<file path="config.mk">
export PLATFORM = sky130hd
export DESIGN_NAME = crop_frame_ctrl
export DESIGN_NICKNAME = d
export VERILOG_FILES = /design/src/rtl/crop_pkg.sv /design/src/rtl/crop_window_regs.sv /design/src/rtl/crop_frame_ctrl.sv
export SDC_FILE = /design/constraint.sdc
export NUM_CORES = 1
export LEC_CHECK = 0
export ABC_AREA = 1
export BUFFER_PORTS_ARGS = -buffer_cell sky130_fd_sc_hd__buf_2
export CAP_MARGIN = 20
export CORE_ASPECT_RATIO = 1.1
export CORE_MARGIN = 3
export CORE_UTILIZATION = 55
export DETAILED_ROUTE_END_ITERATION = 16
export PLACE_DENSITY = 0.82
export REMOVE_ABC_BUFFERS = 1
export SLEW_MARGIN = 30
export SYNTH_ARGS = -nofsm -noshare
export SYNTH_HDL_FRONTEND = slang
export SYNTH_HIERARCHICAL = 1
export SYNTH_SLANG_ARGS = --single-unit
</file>
<file path="constraint.sdc">
create_clock -name clk -period 3.2 [get_ports clk]
set_input_delay 0.16 -clock clk [delete_from_list [all_inputs] [get_ports clk]]
set_output_delay 0.16 -clock clk [all_outputs]
set_load 0.02 [all_outputs]
</file>
<file path="src/rtl/crop_pkg.sv">
`default_nettype none
// +----------------------------------------------------------------------+
// | Module   : crop_pkg                                                  |
// | Purpose  : Shared types for the crop frame controller: FSM states,   |
// |            crop window record and window validation helper.          |
// | Revision : 1.0  initial release                                      |
// +----------------------------------------------------------------------+
package crop_pkg;

  typedef enum logic [1:0] {
    ST_IDLE  = 2'd0,
    ST_RUN   = 2'd1,
    ST_DRAIN = 2'd2
  } crop_state_e;

  // Window fields are carried at a fixed width wide enough for any frame
  // size; the sum type has one extra bit so x1+w cannot wrap.
  localparam int unsigned CROP_DIM_W = 16;
  typedef logic [CROP_DIM_W-1:0] crop_dim_t;
  typedef logic [CROP_DIM_W:0]   crop_sum_t;

  typedef struct packed {
    crop_dim_t x1;
    crop_dim_t y1;
    crop_dim_t w;
    crop_dim_t h;
  } crop_win_t;

  // A window is legal when non-empty and fully inside the frame.
  function automatic logic crop_win_ok(input crop_win_t win,
                                       input crop_sum_t cols,
                                       input crop_sum_t rows);
    crop_sum_t x_end;
    crop_sum_t y_end;
    x_end = {1'b0, win.x1} + {1'b0, win.w};
    y_end = {1'b0, win.y1} + {1'b0, win.h};
    return (win.w != '0) && (win.h != '0) && (x_end <= cols) && (y_end <= rows);
  endfunction

endpackage
`default_nettype wire

</file>
<file path="src/rtl/crop_window_regs.sv">
`default_nettype none
// +----------------------------------------------------------------------+
// | Module   : crop_window_regs                                          |
// | Purpose  : Pending/active crop window registers. Validates config    |
// |            writes, flags rejects, and copies pending to active on a  |
// |            load strobe from the frame sequencer.                     |
// | Revision : 1.0  initial release                                      |
// +----------------------------------------------------------------------+
module crop_window_regs
  import crop_pkg::*;
#(
  parameter int IN_ROWS = 40,
  parameter int IN_COLS = 40,
  parameter int DEF_X1  = 10,
  parameter int DEF_Y1  = 10,
  parameter int DEF_W   = 20,
  parameter int DEF_H   = 20
) (
  input  logic                         clk,
  input  logic                         reset,
  input  logic                         cfg_wr_i,
  input  logic [$clog2(IN_COLS)-1:0]   cfg_x1_i,
  input  logic [$clog2(IN_ROWS)-1:0]   cfg_y1_i,
  input  logic [$clog2(IN_COLS+1)-1:0] cfg_w_i,
  input  logic [$clog2(IN_ROWS+1)-1:0] cfg_h_i,
  input  logic                         load_i,
  output crop_win_t                    act_win_o,
  output logic                         cfg_err_o
);

  localparam crop_win_t c_def_win = '{
    x1: crop_dim_t'(DEF_X1),
    y1: crop_dim_t'(DEF_Y1),
    w:  crop_dim_t'(DEF_W),
    h:  crop_dim_t'(DEF_H)
  };
  localparam crop_sum_t c_cols = crop_sum_t'(IN_COLS);
  localparam crop_sum_t c_rows = crop_sum_t'(IN_ROWS);

  crop_win_t pend_q;
  crop_win_t act_q;
  logic      err_q;
  crop_win_t w_cfg;
  logic      w_cfg_ok;

  assign w_cfg = '{
    x1: crop_dim_t'(cfg_x1_i),
    y1: crop_dim_t'(cfg_y1_i),
    w:  crop_dim_t'(cfg_w_i),
    h:  crop_dim_t'(cfg_h_i)
  };
  assign w_cfg_ok = crop_win_ok(w_cfg, c_cols, c_rows);

  // Pending takes legal writes; active samples the old pending on load, so
  // a write coinciding with a load only affects the following frame.
  always_ff @(posedge clk) begin
    if (reset) begin
      pend_q <= c_def_win;
      act_q  <= c_def_win;
      err_q  <= 1'b0;
    end else begin
      err_q <= cfg_wr_i && !w_cfg_ok;
      if (cfg_wr_i && w_cfg_ok) pend_q <= w_cfg;
      if (load_i) act_q <= pend_q;
    end
  end

  assign act_win_o = act_q;
  assign cfg_err_o = err_q;

endmodule
`default_nettype wire

</file>
<file path="src/rtl/crop_frame_ctrl.sv">
`default_nettype none
// +----------------------------------------------------------------------+
// | Module   : crop_frame_ctrl                                           |
// | Purpose  : Frame sequencer for the crop datapath. Tracks raster      |
// |            position, applies the active window and emits a          |
// |            registered cropped stream with SOF/EOL/EOF markers.       |
// | Revision : 1.0  initial release                                      |
// +----------------------------------------------------------------------+
module crop_frame_ctrl
  import crop_pkg::*;
#(
  parameter int PIXEL_BIT_WIDTH = 12,
  parameter int IN_ROWS         = 40,
  parameter int IN_COLS         = 40,
  parameter int DEF_X1          = 10,
  parameter int DEF_Y1          = 10,
  parameter int DEF_W           = 20,
  parameter int DEF_H           = 20
) (
  input  logic                         clk,
  input  logic                         reset,
  input  logic                         start,
  input  logic                         cfg_cont,
  input  logic                         cfg_wr,
  input  logic [$clog2(IN_COLS)-1:0]   cfg_x1,
  input  logic [$clog2(IN_ROWS)-1:0]   cfg_y1,
  input  logic [$clog2(IN_COLS+1)-1:0] cfg_w,
  input  logic [$clog2(IN_ROWS+1)-1:0] cfg_h,
  output logic                         cfg_err,
  input  logic                         in_valid,
  output logic                         in_ready,
  input  logic [PIXEL_BIT_WIDTH-1:0]   pixel_in,
  output logic                         out_valid,
  input  logic                         out_ready,
  output logic [PIXEL_BIT_WIDTH-1:0]   pixel_out,
  output logic                         out_sof,
  output logic                         out_eol,
  output logic                         out_eof,
  output logic                         frame_done,
  output logic                         busy
);

  localparam int XW = $clog2(IN_COLS);
  localparam int YW = $clog2(IN_ROWS);
  localparam logic [XW-1:0] c_x_last = XW'(IN_COLS - 1);
  localparam logic [YW-1:0] c_y_last = YW'(IN_ROWS - 1);

  crop_state_e                state_q, state_d;
  logic [XW-1:0]              x_q;
  logic [YW-1:0]              y_q;
  crop_win_t                  act_win;
  logic                       win_load;
  logic                       out_free, beat, last_beat;
  logic                       frame_done_d, frame_done_q;
  crop_dim_t                  x_ext, y_ext, x_end, y_end;
  logic                       in_win, hit_eol;
  logic                       out_valid_q, sof_q, eol_q, eof_q;
  logic [PIXEL_BIT_WIDTH-1:0] pixel_q;

  crop_window_regs #(
    .IN_ROWS (IN_ROWS),
    .IN_COLS (IN_COLS),
    .DEF_X1  (DEF_X1),
    .DEF_Y1  (DEF_Y1),
    .DEF_W   (DEF_W),
    .DEF_H   (DEF_H)
  ) u_window_regs (
    .clk       (clk),
    .reset     (reset),
    .cfg_wr_i  (cfg_wr),
    .cfg_x1_i  (cfg_x1),
    .cfg_y1_i  (cfg_y1),
    .cfg_w_i   (cfg_w),
    .cfg_h_i   (cfg_h),
    .load_i    (win_load),
    .act_win_o (act_win),
    .cfg_err_o (cfg_err)
  );

  // Window hit test in the wide window domain; x_end/y_end are exclusive.
  assign x_ext   = crop_dim_t'(x_q);
  assign y_ext   = crop_dim_t'(y_q);
  assign x_end   = act_win.x1 + act_win.w;
  assign y_end   = act_win.y1 + act_win.h;
  assign in_win  = (x_ext >= act_win.x1) && (x_ext < x_end) &&
                   (y_ext >= act_win.y1) && (y_ext < y_end);
  assign hit_eol = (x_ext == x_end - crop_dim_t'(1));

  // The output slot is free when empty or being drained this cycle.
  assign out_free  = !out_valid_q || out_ready;
  assign in_ready  = (state_q == ST_RUN) && out_free;
  assign beat      = in_valid && in_ready;
  assign last_beat = beat && (x_q == c_x_last) && (y_q == c_y_last);

  // Next-state logic, window load strobe and frame completion.
  always_comb begin
    state_d      = state_q;
    win_load     = 1'b0;
    frame_done_d = 1'b0;
    unique case (state_q)
      ST_IDLE: begin
        if (start) begin
          state_d  = ST_RUN;
          win_load = 1'b1;
        end
      end
      ST_RUN: begin
        if (last_beat) state_d = ST_DRAIN;
      end
      ST_DRAIN: begin
        if (out_free) begin
          frame_done_d = 1'b1;
          if (cfg_cont) begin
            state_d  = ST_RUN;
            win_load = 1'b1;
          end else begin
            state_d = ST_IDLE;
          end
        end
      end
      default: state_d = ST_IDLE;
    endcase
  end

  // State and frame_done registers.
  always_ff @(posedge clk) begin
    if (reset) begin
      state_q      <= ST_IDLE;
      frame_done_q <= 1'b0;
    end else begin
      state_q      <= state_d;
      frame_done_q <= frame_done_d;
    end
  end

  // Raster counters advance once per accepted beat and wrap at frame end.
  always_ff @(posedge clk) begin
    if (reset) begin
      x_q <= '0;
      y_q <= '0;
    end else if (beat) begin
      if (x_q == c_x_last) begin
        x_q <= '0;
        y_q <= (y_q == c_y_last) ? '0 : y_q + YW'(1);
      end else begin
        x_q <= x_q + XW'(1);
      end
    end
  end

  // Output register: loads in-window beats, holds while stalled.
  always_ff @(posedge clk) begin
    if (reset) begin
      out_valid_q <= 1'b0;
      pixel_q     <= '0;
      sof_q       <= 1'b0;
      eol_q       <= 1'b0;
      eof_q       <= 1'b0;
    end else if (beat && in_win) begin
      out_valid_q <= 1'b1;
      pixel_q     <= pixel_in;
      sof_q       <= (x_ext == act_win.x1) && (y_ext == act_win.y1);
      eol_q       <= hit_eol;
      eof_q       <= hit_eol && (y_ext == y_end - crop_dim_t'(1));
    end else if (out_ready) begin
      out_valid_q <= 1'b0;
    end
  end

  assign out_valid  = out_valid_q;
  assign pixel_out  = pixel_q;
  assign out_sof    = sof_q;
  assign out_eol    = eol_q;
  assign out_eof    = eof_q;
  assign frame_done = frame_done_q;
  assign busy       = (state_q != ST_IDLE);

endmodule
`default_nettype wire

</file>
==> impl_metrics.ini <==
[clock_network]
cts_setup_buffers = 0
cts-resized-gates = 0
cts-root-buf = clkbuf_16
htree_num_levels = 3
clk_latency_ps = 340
path_clk_slew_ps = 60
holdBufCountCts = 0
clockBufferDepth = 2
cts_tree = done
cts_sinks = 80
cts-buffers-inserted = 9

[synthesis]
muxShareOfSynthArea_pct = 0
synth-async-reset-ratio_pct = 0
ys_warn_count = 6
synth-simple-area-share_pct = 43.5
synth_cells = 1342
synth_top_area_cell = dfxtp_1
synth_area_sq_um = 8150
ys_types = 46
synth_ff_type = dfxtp_1
synth_top_family_by_area = simple AND/OR/NAND/NOR gates
yosysSeqAreaShare_pct = 19.7
synthAdderAreaFrac_pct = 11.7
synth_most_common_cell = nand2_1
avgSynthCellArea_sq_um = 6.07
post_synth_xor_area_fraction_pct = 1.50
ys_ff_latch = 80
synth.area.top_cells = dfxtp_1, nand2_1, ha_1, inv_1, nand3_1
synth_edf_count = 0
synthTopCellsByCount = nand2_1, inv_1, nor2_1, nand3_1, dfxtp_1
synth_top_area_share_pct = 19.7
synth_compound_area_share_pct = 8.38

[timing]
fin_crit_ps = 2880
slew-limit-headroom_pct = 40.2
setup_viol = 0
finalClockSkew_ps = 9.26
fin_crit_sh_pct = 90.1
layout_setup_ws_ps = 317
hold_ws_ps = 32.7
maxSlewViolCount = 0
worst_pin_slew_ps = 891
tns_ps = 0
finalHoldViolations = 0
fmax_ghz = 0.347
rsz0062_at_grt = no

[critical_path]
r2r_end = out_eof$_SDFFE_PP0P_
worstPathRequired_ps = 3480
worstSetupStartpointType = register
r2r-start = u_window_regs/act_win_o[32]$_SDFFE_PP0P_
worstSetupPathType = reg -> reg
endpoint_kind = register
path_max_fanout = 15
worstRegToRegCells = 25
cp.arrival_ps = 3160
r2r_slack_ps = 320

[routing]
ant_nets = 0
avgRoutedWirePerCell_microns = 11.0
drtPass1Iterations = 5
routed_wl_microns = 17600
vias_per_cell = 5.08
drt-initial-drc-count = 493
post-route-drc-count = 0
vias = 8072

[power_and_ir_drop]
vdd.ir_drop.worst_v = 0.000230
leakage_nw = 4.82
power_density_nw_per_um2 = 389
p_total_mw = 3.39

[finish]
fin_cells = 1590
drive_gt1_share_pct = 12.9
antennaDiodeCount = 0
fin_nets = 1510
syn_to_final_growth_pct = 7.00

[die]
coreArea_sq_um = 14400
row_count = 46
die_h_microns = 134
die_w_microns = 122
start_util_pct = 56.4
die-area_sq_um = 16300
io-pin-count = 63

[worst_hold_path]
holdPathStages = 3
hold_start = pixel_in[10]
hold_class = in -> reg
whs_endpoint = pixel_out[10]$_SDFFE_PP0P_

[global_routing]
grt_start_max_net_pins = 36
grt_pass1_wl_microns = 31000
grt_pass1_vias = 7284
grt_usage_pct = 22.4
antenna_found_initial = 0
overflow = 0

[placed_design]
portBuffers = 62
dp.cells = 1574
gp_congestion = 0.917
hpwl_microns = 14500
pre_cts_ws_ps = 338

[job]
cap_violations = 0

[run_status]
status = complete, no violations
## power by group
part           switching (mW)  total, mW  internal [mW]  leakage [nW]
Sequential             0.0360       1.09           1.05         0.652
Clock                   0.422      0.958          0.536         0.131
Combinational           0.886       1.35          0.461          4.03
## registers in the layout (all words and copies together), names as in the netlist
name and cells:
out_valid 1, x_q 6, frame_done 1, y_q 6
u_window_regs/act_win_o 24, state_q 2, u_window_regs/cfg_err_o 1, out_sof 1
pixel_out 12, u_window_regs/pend_q 24, out_eol 1, out_eof 1
## cell usage in the layout, fill, tap and decap left out, types with 4 or more instances in the layout
cell type  count
nor3_1        14
fa_1           4
o21ai_0       44
inv_1        194
nand2_4        8
conb_1        40
xnor2_1        6
nand2_1      381
ha_1          70
xor2_1         8
nor2_1       121
and2_1         5
nand3_1      119
nand3_2        7
buf_2         62
dfxtp_1       80
o21bai_1       7
clkbuf_16      9
nor2_4         4
a21oi_2        5
nor2_2        22
nand2_2       29
nand4_1       45
inv_2         18
a21oi_1       58
## per-layer routing
layer,up-vias,global-route usage [%],share of wire [%]
li1,4318,-,-
met2,154,38.3,47
met4,0,6.10,1.4
met3,19,2.63,4.6
met1,3581,29.7,47
met5,-,0,0
## how the worst max path moves through the flow
stage	startpoint	endpoint	slack (ps)	cells past startpoint
5_1_grt	u_window_regs/act_win_o[32]$_SDFFE_PP0P_	out_eol$_SDFFE_PP0P_	8	25
4_1_cts	u_window_regs/act_win_o[2]$_SDFFE_PP1P_	out_eof$_SDFFE_PP0P_	310	22
3_3_place_gp	u_window_regs/act_win_o[32]$_SDFFE_PP0P_	out_eol$_SDFFE_PP0P_	400	25
3_5_place_dp	u_window_regs/act_win_o[32]$_SDFFE_PP0P_	out_eof$_SDFFE_PP0P_	340	25
2_1_floorplan	u_window_regs/act_win_o[0]$_SDFFE_PP0P_	out_eof$_SDFFE_PP0P_	490	24
6_report	u_window_regs/act_win_o[32]$_SDFFE_PP0P_	out_eof$_SDFFE_PP0P_	320	25
## per-stage QoR
stage	utilization, %	instance area, sq um
final	60.4	8720
after global routing	60.4	8720
after CTS	60.3	8720
after detailed placement	58.4	8430
after global placement	58.4	8430
after floorplan	-	7860
## kinds of logic after synthesis
family          count (synthesis)
simple gates                  770
buf+inv                       278
compound gates                125
flops                          80
fa+ha+maj                      74
xor+xnor                       14
other cells                     1
## worst max-delay path, stage by stage (launching register included)
cell	delay [ps]
dfxtp_1	320
ha_1	220
fa_1	470
inv_1	80
nand2_1	50
nand2_1	100
inv_1	60
ha_1	260
nand2_1	60
inv_1	30
nand2_1	50
nand2_1	50
nand2_1	60
nand2_1	50
nand2_1	50
nand2_1	60
nand3_1	60
nor2_1	40
nand3_1	70
nand2_1	60
nor2_2	70
buf_4	180
nand3_2	90
nor2_2	100
nand2_1	70
a21oi_2	100
## final cells by class
class,instances,area [sq um]
Fill cell,1398,5730
Timing Repair Buffer,65,333
Multi-Input combinational cell,1023,5460
Tap cell,192,240
Clock buffer,10,229
Inverter,214,803
Clock inverter,6,52.6
Sequential cell,80,1600
(Power assumes the default switching activity.)
